## src/rtl/mem_port_arbiter.sv

```systemverilog
// -----------------------------------------------------------------------------
// mem_port_arbiter
//
// Shares the single-ported unified memory of the 16-bit RISC between the
// instruction-fetch path (IF) and the load/store path (DM). One transaction
// runs at a time: IDLE samples requests, ACCESS drives the memory for MEM_LAT
// cycles, DONE pulses the winner's completion strobe. Read data is registered
// per port and held until that port's next load completes.
//
// Optional feature macro: MEM_ARB_ROUND_ROBIN_EN
//   defined   - ties go to the port that did not win the previous grant
//   undefined - fixed priority, DM beats IF
//
// Parameters
//   ADDR_W   address width of all ports
//   DATA_W   data width of all ports
//   MEM_LAT  memory access cycles per transaction (1..15)
//
// Ports
//   clk, rst                 clock (rising edge), async active-high reset
//   if_req/if_addr           fetch request (level) and address
//   if_gnt/if_done           one-cycle grant / completion pulses to IF
//   if_rdata                 registered fetch data
//   dm_req/dm_we/dm_addr/dm_wdata  data request, store flag, address, data
//   dm_gnt/dm_done           one-cycle grant / completion pulses to DM
//   dm_rdata                 registered load data
//   mem_en/mem_we/mem_addr/mem_wdata/mem_rdata  memory array interface
//   busy                     high whenever the FSM is not in IDLE
// -----------------------------------------------------------------------------
module mem_port_arbiter #(
    parameter int ADDR_W  = 16,
    parameter int DATA_W  = 16,
    parameter int MEM_LAT = 2
) (
    input  logic              clk,
    input  logic              rst,
    input  logic              if_req,
    input  logic [ADDR_W-1:0] if_addr,
    output logic              if_gnt,
    output logic              if_done,
    output logic [DATA_W-1:0] if_rdata,
    input  logic              dm_req,
    input  logic              dm_we,
    input  logic [ADDR_W-1:0] dm_addr,
    input  logic [DATA_W-1:0] dm_wdata,
    output logic              dm_gnt,
    output logic              dm_done,
    output logic [DATA_W-1:0] dm_rdata,
    output logic              mem_en,
    output logic              mem_we,
    output logic [ADDR_W-1:0] mem_addr,
    output logic [DATA_W-1:0] mem_wdata,
    input  logic [DATA_W-1:0] mem_rdata,
    output logic              busy
);

    typedef enum logic [1:0] {
        S_IDLE   = 2'd0,
        S_ACCESS = 2'd1,
        S_DONE   = 2'd2
    } state_t;

    // Counter start value; it equals the count only in the first ACCESS cycle,
    // which is how the grant pulse is located.
    localparam logic [3:0] CNT_LOAD = 4'(MEM_LAT - 1);

    if (MEM_LAT < 1 || MEM_LAT > 15) begin : g_bad_mem_lat
        $error("mem_port_arbiter: MEM_LAT=%0d is outside the legal range 1..15", MEM_LAT);
    end

    state_t            state_q, state_d;
    logic [3:0]        cnt_q, cnt_d;
    logic              win_dm_q, win_dm_d;   // 1 = DM owns the current transaction
    logic [ADDR_W-1:0] addr_q, addr_d;
    logic              we_q, we_d;
    logic [DATA_W-1:0] wdata_q, wdata_d;
    logic [DATA_W-1:0] if_rdata_q, if_rdata_d;
    logic [DATA_W-1:0] dm_rdata_q, dm_rdata_d;
    logic              pick_dm;
    logic              first_cycle;
`ifdef MEM_ARB_ROUND_ROBIN_EN
    logic              last_dm_q, last_dm_d; // reset to IF so DM wins the first tie
`endif

    // -------------------------------------------------------------------------
    // State register
    // -------------------------------------------------------------------------
    // NOTE: sequential state uses non-blocking assignments so every register
    // samples pre-edge values regardless of statement order.
    always_ff @(posedge clk or posedge rst) begin
        if (rst) begin
            state_q    <= S_IDLE;
            cnt_q      <= '0;
            win_dm_q   <= 1'b0;
            addr_q     <= '0;
            we_q       <= 1'b0;
            wdata_q    <= '0;
            if_rdata_q <= '0;
            dm_rdata_q <= '0;
`ifdef MEM_ARB_ROUND_ROBIN_EN
            last_dm_q  <= 1'b0;
`endif
        end else begin
            state_q    <= state_d;
            cnt_q      <= cnt_d;
            win_dm_q   <= win_dm_d;
            addr_q     <= addr_d;
            we_q       <= we_d;
            wdata_q    <= wdata_d;
            if_rdata_q <= if_rdata_d;
            dm_rdata_q <= dm_rdata_d;
`ifdef MEM_ARB_ROUND_ROBIN_EN
            last_dm_q  <= last_dm_d;
`endif
        end
    end

    // -------------------------------------------------------------------------
    // Next-state and output logic
    // -------------------------------------------------------------------------
    // NOTE: every signal written here gets a default first, so no path can
    // leave one unassigned and infer a latch.
    always_comb begin
        state_d    = state_q;
        cnt_d      = cnt_q;
        win_dm_d   = win_dm_q;
        addr_d     = addr_q;
        we_d       = we_q;
        wdata_d    = wdata_q;
        if_rdata_d = if_rdata_q;
        dm_rdata_d = dm_rdata_q;
`ifdef MEM_ARB_ROUND_ROBIN_EN
        last_dm_d  = last_dm_q;
        // On a tie, the port that did not win last time goes next.
        pick_dm    = dm_req && (!if_req || !last_dm_q);
`else
        pick_dm    = dm_req;
`endif
        first_cycle = (cnt_q == CNT_LOAD);

        if_gnt    = 1'b0;
        dm_gnt    = 1'b0;
        if_done   = 1'b0;
        dm_done   = 1'b0;
        mem_en    = 1'b0;
        mem_we    = 1'b0;
        // Address and data come straight from the latched copies, so requester
        // changes after the grant never reach the memory.
        mem_addr  = addr_q;
        mem_wdata = wdata_q;
        busy      = (state_q != S_IDLE);

        case (state_q)
            S_IDLE: begin
                if (if_req || dm_req) begin
                    win_dm_d = pick_dm;
                    addr_d   = pick_dm ? dm_addr : if_addr;
                    we_d     = pick_dm & dm_we;        // fetches never write
                    wdata_d  = pick_dm ? dm_wdata : '0;
                    cnt_d    = CNT_LOAD;
                    state_d  = S_ACCESS;
`ifdef MEM_ARB_ROUND_ROBIN_EN
                    last_dm_d = pick_dm;
`endif
                end
            end

            S_ACCESS: begin
                mem_en = 1'b1;
                mem_we = we_q;
                if_gnt = first_cycle && !win_dm_q;
                dm_gnt = first_cycle &&  win_dm_q;
                if (cnt_q == 4'd0) begin
                    state_d = S_DONE;
                    // mem_rdata is valid in the last enabled cycle only.
                    if (!we_q) begin
                        if (win_dm_q) dm_rdata_d = mem_rdata;
                        else          if_rdata_d = mem_rdata;
                    end
                end else begin
                    cnt_d = cnt_q - 4'd1;
                end
            end

            S_DONE: begin
                if_done = !win_dm_q;
                dm_done =  win_dm_q;
                state_d = S_IDLE;
            end

            default: begin
                state_d = S_IDLE;
            end
        endcase
    end

    assign if_rdata = if_rdata_q;
    assign dm_rdata = dm_rdata_q;

endmodule
```

## config.mk

```make
export PLATFORM = sky130hd
export DESIGN_NAME = mem_port_arbiter
export DESIGN_NICKNAME = d
export VERILOG_FILES = /design/src/rtl/mem_port_arbiter.sv
export SDC_FILE = /design/constraint.sdc
export NUM_CORES = 1
export LEC_CHECK = 0
export ABC_AREA = 1
export ABC_CLOCK_PERIOD_IN_PS = 3400
export CELL_PAD_IN_SITES_DETAIL_PLACEMENT = 0
export CELL_PAD_IN_SITES_GLOBAL_PLACEMENT = 1
export CORE_UTILIZATION = 32
export DETAILED_ROUTE_END_ITERATION = 10
export PLACE_DENSITY = 0.9
export SLEW_MARGIN = 20
export SYNTH_ARGS = -nofsm -noshare
export SYNTH_HDL_FRONTEND = slang
export SYNTH_SLANG_ARGS = --single-unit
export TNS_END_PERCENT = 30
```

## constraint.sdc

```tcl
create_clock -name clk -period 3.4 [get_ports clk]
set_input_delay 0.34 -clock clk [delete_from_list [all_inputs] [get_ports clk]]
set_output_delay 0.34 -clock clk [all_outputs]
set_load 0.01 [all_outputs]
```

# == Word level (Yosys, flattened, before mapping) ==
# Index checks and enable logic that the tools add are counted.
# classes
n_reduce_logical,13
bitwise,3
n_addsub,1
n_eq_ne,6
mux,14
# op_table
op,count
$mux 16,2
$mux 4,2
$pmux 4 s2,1
$reduce_and 4->1,2
$mux 1,6
$ne 2x2->1 const B,3
$eq 4x1->1 const B,1
$logic_not 4->1,1
$mux 2,2
$pmux 2 s2,1
$reduce_and 2->1,2
$reduce_bool 2->1,2
$sub 4x1->4 const B,1
$reduce_and 3->1,1
$eq 2x1->1 const B,1
$eq 2x2->1 const B,1
$logic_and 1x1->1,2
$logic_not 2->1,1
$not 1->1,2
$and 1x1->1,1
$logic_not 1->1,1
$logic_or 1x1->1,1
# word_totals
in_bits,69
ff_bits,72
word_cells,45

# == Logic depth before layout (Yosys ltp) ==
# Gate-level depths: netlist of the first run.
# depth
ltp_word,3
ltp_mapped,8
ltp_nobuf,7

# == Least setup slack after synthesis of the first run ==
# OpenSTA, ideal clock, no wires.
# synth_path
path_kind,reg-to-reg
from,register cnt_q[0]
to,register if_rdata_q[10] (netlist: if_rdata[10])
n_path_buf,1
path_stages_with_launch,7
setup_time_ns,0.123
arrival_ns,1.300
path_slack_ns,1.977
path_cell_list,dfrtp_1 inv_1 ha_1 nand4_4 clkbuf_1 o21ai_0 nand2_1
# synth_via
elab_chain_cells,2
# synth_lines
element,line_no,rtl
start: declaration,72,"logic [3:0] cnt_q, cnt_d;"
start signal: assignment,105,cnt_q <= cnt_d;
$logic_not 4->1,173,if (cnt_q == 4'd0) begin
$reduce_and 4->1 (no line),n/a,
end signal: assignment,110,if_rdata_q <= if_rdata_d;
end: declaration,77,"logic [DATA_W-1:0] if_rdata_q, if_rdata_d;"
# Every way passes these cells.
# A chain may end at the register's enable or synchronous reset.

# == Worst setup path in the final report of the first run ==
# layout_path
from,register state_q[0]
to,output port busy
# layout_via
elab_chain_cells,1
# layout_lines
element,line_no,rtl
start: declaration,71,"state_t state_q, state_d;"
start signal: assignment,104,state_q <= state_d;
$reduce_bool 2->1,151,busy = (state_q != S_IDLE);
end: declaration,54,output logic busy
# Every way passes these cells.

==> flow_metrics.env, run 1 <==
export IMPL_status="complete, no violations"
export IMPL_htree_levels=3
export IMPL_holdWs_ps=454.1
export IMPL_n_antenna_cell=0
export IMPL_cpPeakStageDelay_ps=640
export IMPL_post_cts_resized=0
export IMPL_holdBufCountCts=0
export IMPL_cts_sinks=72
export IMPL_grt_use_total=0.1680
export IMPL_tightest_slew_ps=807.5
export IMPL_vias=2917
export IMPL_die_area_um2=10290
export IMPL_grt_pass1_vias=2857
export IMPL_synth_area_um2=3163
export IMPL_wire_per_inst_um=12.66
export IMPL_worst_setup_path_type="reg -> out"
export IMPL_synth_seq_cells=72
export IMPL_cts_root_buffer="clkbuf_8"
export IMPL_fp_dieW_um=101.4
export IMPL_clock_path_buffers=2
export IMPL_nets=575
export IMPL_post_cts_setup_buffers=0
export IMPL_maxCapViolCount=0
export IMPL_gp_congestion=0.7556
export IMPL_std_cell_rows=35
export IMPL_layout_common_cells="clkdlybuf4s50_1, nand2_1, dfrtp_1"
export IMPL_wl_mm=8.064
export IMPL_syn_num_nets=441
export IMPL_io_pins=140
export IMPL_power_density_nw_per_um2=893.2
export IMPL_clk_pin_slew_ps=70
export IMPL_slew_viol_final=0
export IMPL_fin_total_pwr_uw=4358
export IMPL_slew_headroom=0.4597
export IMPL_seq_power_share=0.346
export IMPL_drt_iter0_markers=109
export IMPL_grt_max_degree=52
export IMPL_p_leak_uw=0.002251
export IMPL_port_buffers=139
export IMPL_setup_viol=0
export IMPL_route_antenna_remaining_nets=0
export IMPL_die_y_um=101.4
export IMPL_fmax_ghz=0.4213
export IMPL_yosysWarnings=0
export IMPL_routed_via_density=4.579
export IMPL_hold_path_class="in -> async"
export IMPL_rsz0062_at_grt="false"
export IMPL_swShare=0.3813
export IMPL_p_sw_uw=1661
export IMPL_peakVddDrop_mv=0.3831
export IMPL_numCtsBuffers=9
export IMPL_crit_family="simple AND/OR/NAND/NOR gates"
export IMPL_grt_ovfl_total=0
export IMPL_hold_violations=0
export IMPL_grt_pass1_wl_mm=13.39
export IMPL_start_util=0.3359
export IMPL_timing_critical_path_buf_inv=2
export IMPL_combPwrFrac=0.501
export IMPL_worst_path_max_fanout=10
export IMPL_drt_first_pass_iters=4
export IMPL_min_period_ps=2374
export IMPL_dp_hpwl_mm=5.825
export IMPL_seq_area_frac_synth=0.5696
export IMPL_syn_inst=369
export IMPL_finClkSkew_ps=6.998
export IMPL_crit_required_ps=3060
export IMPL_mostFrequentLayoutCell="clkdlybuf4s50_1"
export IMPL_crit_arrival_ps=2030
export IMPL_avgSynthCellArea_um2=8.572
export IMPL_slowest_stage="nor2_1"
export IMPL_nFillCells=902
export IMPL_route_detailed_drc=0
export IMPL_areaGrowthSynthToFinish_pct=54.23
export IMPL_fin_setup_tns_ps=0
export IMPL_path_cells="nor2_1, inv_1, clkdlybuf4s50_1"
export IMPL_drive_gt1_frac=0.06693
export IMPL_cts_tree="yes"
export IMPL_core_um2=9415
export IMPL_end_kind="output pin"
export IMPL_antenna_found_initial=0
export IMPL_p_int_uw=2696
export IMPL_startpoint_type="flop"
export IMPL_post_synth_num_cell_types=23
export IMPL_clockPowerShare=0.153
export IMPL_finalCritPeriodShare=0.6981
export IMPL_clk_latency_ps=330
## through the flow
stage,std cells,area [um^2],utilization,worst slack (ps)
after detailed placement,620,4654,0.4944,1004
final,637,4878,0.5181,1026
after global placement,620,4654,0.4944,1044
after CTS,636,4851,0.5152,996.7
after floorplan,369,3163,-,1235
after global routing,637,4878,0.5181,909.9
## worst reg2reg max path: stages (launching register included)
cell and delay, ps:
dfrtp_1 420, nor2_1 640, o21ai_4 320, buf_16 260
nand2_1 180, o21ai_0 110, o21ai_0 90
## final timing paths
check / start / to / slack, ps / cells past startpoint
worst min-delay path: rst / mem_wdata[6]$_DFFE_PP0P_ / 450 / 2
max in group asynchronous: rst / cnt_q[2]$_DFFE_PP0P_ / 2270 / 3
min in group clk: mem_wdata[14]$_DFFE_PP0P_ / mem_wdata[14]$_DFFE_PP0P_ / 480 / 2
worst max-delay path: state_q[0]$_DFFE_PP0P_ / busy / 1030 / 3
worst max register to register: state_q[0]$_DFFE_PP0P_ / cnt_q[0]$_DFFE_PP0P_ / 1300 / 6
worst min register to register: mem_wdata[14]$_DFFE_PP0P_ / mem_wdata[14]$_DFFE_PP0P_ / 480 / 2
## flip-flops by register name (all words and copies together), names as in the netlist
| register | flops |
|---|---|
| dm_rdata | 16 |
| if_rdata | 16 |
| mem_addr | 16 |
| mem_wdata | 16 |
| cnt_q | 4 |
| state_q | 2 |
| we_q | 1 |
| win_dm_q | 1 |
## final cells by class
type                            count  area [um^2]  area share
Clock buffer                       10        137.6     0.02821
Clock inverter                      6        58.81     0.01205
Inverter                           27        106.4     0.02180
Multi-Input combinational cell    250         1159      0.2375
Sequential cell                    72         1802      0.3693
Tap cell                          129        161.4     0.03309
Timing Repair Buffer              143         1454      0.2980
## logic make-up after synthesis
group                    count (synthesis)  synth area share
AO/OA/AOI/OAI                           71            0.1135
XOR/XNOR                                 1          0.002769
adder cells (fa/ha/maj)                  3           0.01187
buffers and inverters                   47           0.06646
flip-flops                              72            0.5696
AND/OR/NAND/NOR                        175            0.2358
## synthesized netlist by cell type
| master | number | area [um^2] |
|---|---|---|
| buf_1 | 1 | 3.750 |
| buf_2 | 11 | 55.05 |
| buf_6 | 2 | 22.52 |
| clkbuf_1 | 6 | 22.52 |
| clkinv_4 | 1 | 8.760 |
| dfrtp_1 | 72 | 1802 |
| ha_1 | 3 | 37.54 |
| inv_1 | 21 | 78.83 |
| inv_2 | 5 | 18.77 |
| nand2_1 | 135 | 506.7 |
| nand2_2 | 1 | 6.260 |
| nand2_4 | 2 | 22.52 |
| nand3_1 | 20 | 100.1 |
| nand4_1 | 1 | 6.260 |
| nand4_4 | 1 | 21.27 |
| nor2_1 | 11 | 41.29 |
| nor2_4 | 1 | 11.26 |
| nor2_8 | 1 | 20.02 |
| nor3_1 | 2 | 10.01 |
| o21ai_0 | 40 | 200.2 |
| o21ai_1 | 30 | 150.1 |
| o21ai_2 | 1 | 8.760 |
| xnor2_1 | 1 | 8.760 |
## per-layer routing
layer	vias up	global-route usage	wire, um
met1	1336	0.2077	3645
met4	0	0.06355	117
met3	9	0.06142	792
li1	1445	-	-
met5	-	0	0
met2	127	0.2690	3509
## power by group through the flow
stage / Clock, uW / Combinational (uW) / Sequential (uW)
final: 665 / 2180 / 1510
after floorplan: 0 / 916 / 1660
after global routing: 729 / 2450 / 1550
after CTS: 689 / 2170 / 1510
after global placement: 0 / 2130 / 1510
after detailed placement: 0 / 2170 / 1520
(Power assumes the default switching activity.)
==> inputs of run 2 (changes only) <==
--- a/config.mk
+++ b/config.mk
@@ -6,12 +6,12 @@
 export NUM_CORES = 1
 export LEC_CHECK = 0
 export ABC_AREA = 1
-export ABC_CLOCK_PERIOD_IN_PS = 3400
+export ABC_CLOCK_PERIOD_IN_PS = 2040
 export CELL_PAD_IN_SITES_DETAIL_PLACEMENT = 0
 export CELL_PAD_IN_SITES_GLOBAL_PLACEMENT = 1
-export CORE_UTILIZATION = 32
+export CORE_UTILIZATION = 27
 export DETAILED_ROUTE_END_ITERATION = 10
-export PLACE_DENSITY = 0.9
+export PLACE_DENSITY = 0.81
 export SLEW_MARGIN = 20
 export SYNTH_ARGS = -nofsm -noshare
 export SYNTH_HDL_FRONTEND = slang
==> constraint.sdc (replaced) <==
create_clock -name clk -period 2.04 [get_ports clk]
set_input_delay 0.204 -clock clk [delete_from_list [all_inputs] [get_ports clk]]
set_output_delay 0.204 -clock clk [all_outputs]
set_load 0.01 [all_outputs]
==> run 2 against run 1 <==
Against the previous run:
- sequential power increased by 67%
- power increased by 81%
- sequential share of layout area decreased by 1.3 points
- critical path depth unchanged
- critical path type unchanged
==> flow_metrics.env, run 2 (synthesis gave the netlist of run 1 again) <==
export IMPL_status="complete, no violations"
export IMPL_die_y_um=110.2
export IMPL_cpPeakStageDelay_ps=570
export IMPL_cts_tree="yes"
export IMPL_io_pins=140
export IMPL_grt_max_degree=73
export IMPL_dp_hpwl_mm=5.912
export IMPL_power_density_nw_per_um2=1564
export IMPL_holdWs_ps=279.0
export IMPL_drt_first_pass_iters=6
export IMPL_layout_common_cells="clkdlybuf4s50_1, nand2_1, dfrtp_1"
export IMPL_cts_root_buffer="clkbuf_16"
export IMPL_timing_rr_start="cnt_q[0]$_DFFE_PP0P_"
export IMPL_gp_congestion=0.8084
export IMPL_grt_use_total=0.1416
export IMPL_port_buffers=139
export IMPL_swShare=0.3628
export IMPL_hold_path_class="in -> async"
export IMPL_grt_pass1_wl_mm=13.08
export IMPL_drt_iter0_markers=106
export IMPL_maxCapViolCount=0
export IMPL_fmax_ghz=0.5222
export IMPL_nets=577
export IMPL_routed_via_density=4.366
export IMPL_finalCritPeriodShare=0.9386
export IMPL_holdBufCountCts=0
export IMPL_clk_latency_ps=330
export IMPL_slew_headroom=0.6982
export IMPL_core_um2=11420
export IMPL_clockPowerShare=0.213
export IMPL_slowest_stage="clkdlybuf4s50_1"
export IMPL_worst_setup_path_type="reg -> out"
export IMPL_hold_violations=0
export IMPL_antenna_found_initial=0
export IMPL_drive_gt1_frac=0.07647
export IMPL_nFillCells=1137
export IMPL_clk_pin_slew_ps=60
export IMPL_mostFrequentLayoutCell="clkdlybuf4s50_1"
export IMPL_slew_viol_final=0
export IMPL_vias=2851
export IMPL_cts_sinks=72
export IMPL_setup_viol=0
export IMPL_clock_path_buffers=2
export IMPL_cp_startpoint="win_dm_q$_DFFE_PP0P_"
export IMPL_worst_path_max_fanout=3
export IMPL_seq_power_share=0.319
export IMPL_p_leak_uw=0.002332
export IMPL_route_detailed_drc=0
export IMPL_tightest_slew_ps=452.7
export IMPL_grt_ovfl_total=0
export IMPL_end_kind="output pin"
export IMPL_start_util=0.2770
export IMPL_wire_per_inst_um=12.66
export IMPL_crit_arrival_ps=1710
export IMPL_p_sw_uw=2867
export IMPL_rsz0062_at_grt="false"
export IMPL_route_antenna_remaining_nets=0
export IMPL_combPwrFrac=0.468
export IMPL_wl_mm=8.269
export IMPL_numCtsBuffers=9
export IMPL_htree_levels=3
export IMPL_peakVddDrop_mv=0.6920
export IMPL_areaGrowthSynthToFinish_pct=59.81
export IMPL_finClkSkew_ps=6.798
export IMPL_min_period_ps=1915
export IMPL_p_int_uw=5036
export IMPL_startpoint_type="flop"
export IMPL_die_area_um2=12150
export IMPL_fp_dieW_um=110.2
export IMPL_std_cell_rows=39
export IMPL_n_antenna_cell=0
export IMPL_fin_setup_tns_ps=0
export IMPL_path_cells="inv_1, nor3_2, clkdlybuf4s50_1"
export IMPL_grt_pass1_vias=2797
export IMPL_crit_required_ps=1840
==> run 2: cell types whose count changed in the layout (fill, tap and decap cells not counted), moves of 2 or more <==
cell,delta
clkdlybuf4s50_1,-3
nand2_4,-2
clkbuf_16,+9
clkinv_2,-3
nand2_8,+2
clkinvlp_4,+2
buf_4,+2
dlymetal6s2s_1,+2
clkbuf_8,-9
==> run 2: layer usage <==
| layer | part of all wire | track usage | vias up |
|---|---|---|---|
| li1 | - | - | 1446 |
| met1 | 0.45 | 0.1742 | 1277 |
| met2 | 0.44 | 0.2259 | 117 |
| met3 | 0.095 | 0.04468 | 11 |
| met4 | 0.017 | 0.06673 | 0 |
| met5 | 0 | 0 | - |
==> run 2: worst paths after layout <==
kind / slack, ps / to / cells after the start
worst max-delay path: 130 / dm_done / 3
worst min-delay path: 280 / if_rdata[3]$_DFFE_PP0P_ / 3
worst max register to register: 280 / dm_rdata[14]$_DFFE_PP0P_ / 6
worst min register to register: 470 / if_rdata[6]$_DFFE_PP0P_ / 2
max in group asynchronous: 1460 / dm_rdata[15]$_DFFE_PP0P_ / 3
min in group clk: 430 / mem_wdata[0]$_DFFE_PP0P_ / 3
==> run 2: what timing repair did <==
action,4_1_cts,5_1_grt
setup buffers,0,0
endpoints found under the setup margin,0,2
gates resized for setup,0,7
==> run 2: power groups by stage <==
stage / Sequential [uW] / Combinational, uW / Clock [uW]
finish: 2520 / 3700 / 1690
floorplan: 2770 / 1530 / 0
global route: 2620 / 4130 / 1800
detailed placement: 2540 / 3700 / 0
global placement: 2520 / 3640 / 0
CTS: 2530 / 3710 / 1740
==> run 2: critical path: cells and delay by family, from the launching register on <==
kind,cells,cell delay [ps]
buf+inv,2,760
flops,1,460
simple gates,1,170
==> run 2: final cells by class <==
| cell class | count | area, um^2 | share of cell area |
|---|---|---|---|
| Clock buffer | 11 | 242.7 | 0.04802 |
| Clock inverter | 5 | 80.08 | 0.01584 |
| Sequential cell | 72 | 1802 | 0.3564 |
| Tap cell | 143 | 178.9 | 0.03540 |
| Multi-Input combinational cell | 250 | 1184 | 0.2342 |
| Inverter | 27 | 106.4 | 0.02104 |
| Timing Repair Buffer | 145 | 1461 | 0.2891 |
==> run 2: metrics by stage <==
step	setup WS, ps	utilization	power [uW]	instances	instance area [um^2]
floorplan	11.08	-	4299	369	3163
global placement	387.8	0.4118	6163	637	4702
detailed placement	280.2	0.4118	6238	637	4702
CTS	4.436	0.4401	7970	653	5025
global route	41.97	0.4427	8548	653	5055
finish	125.2	0.4427	7903	653	5055
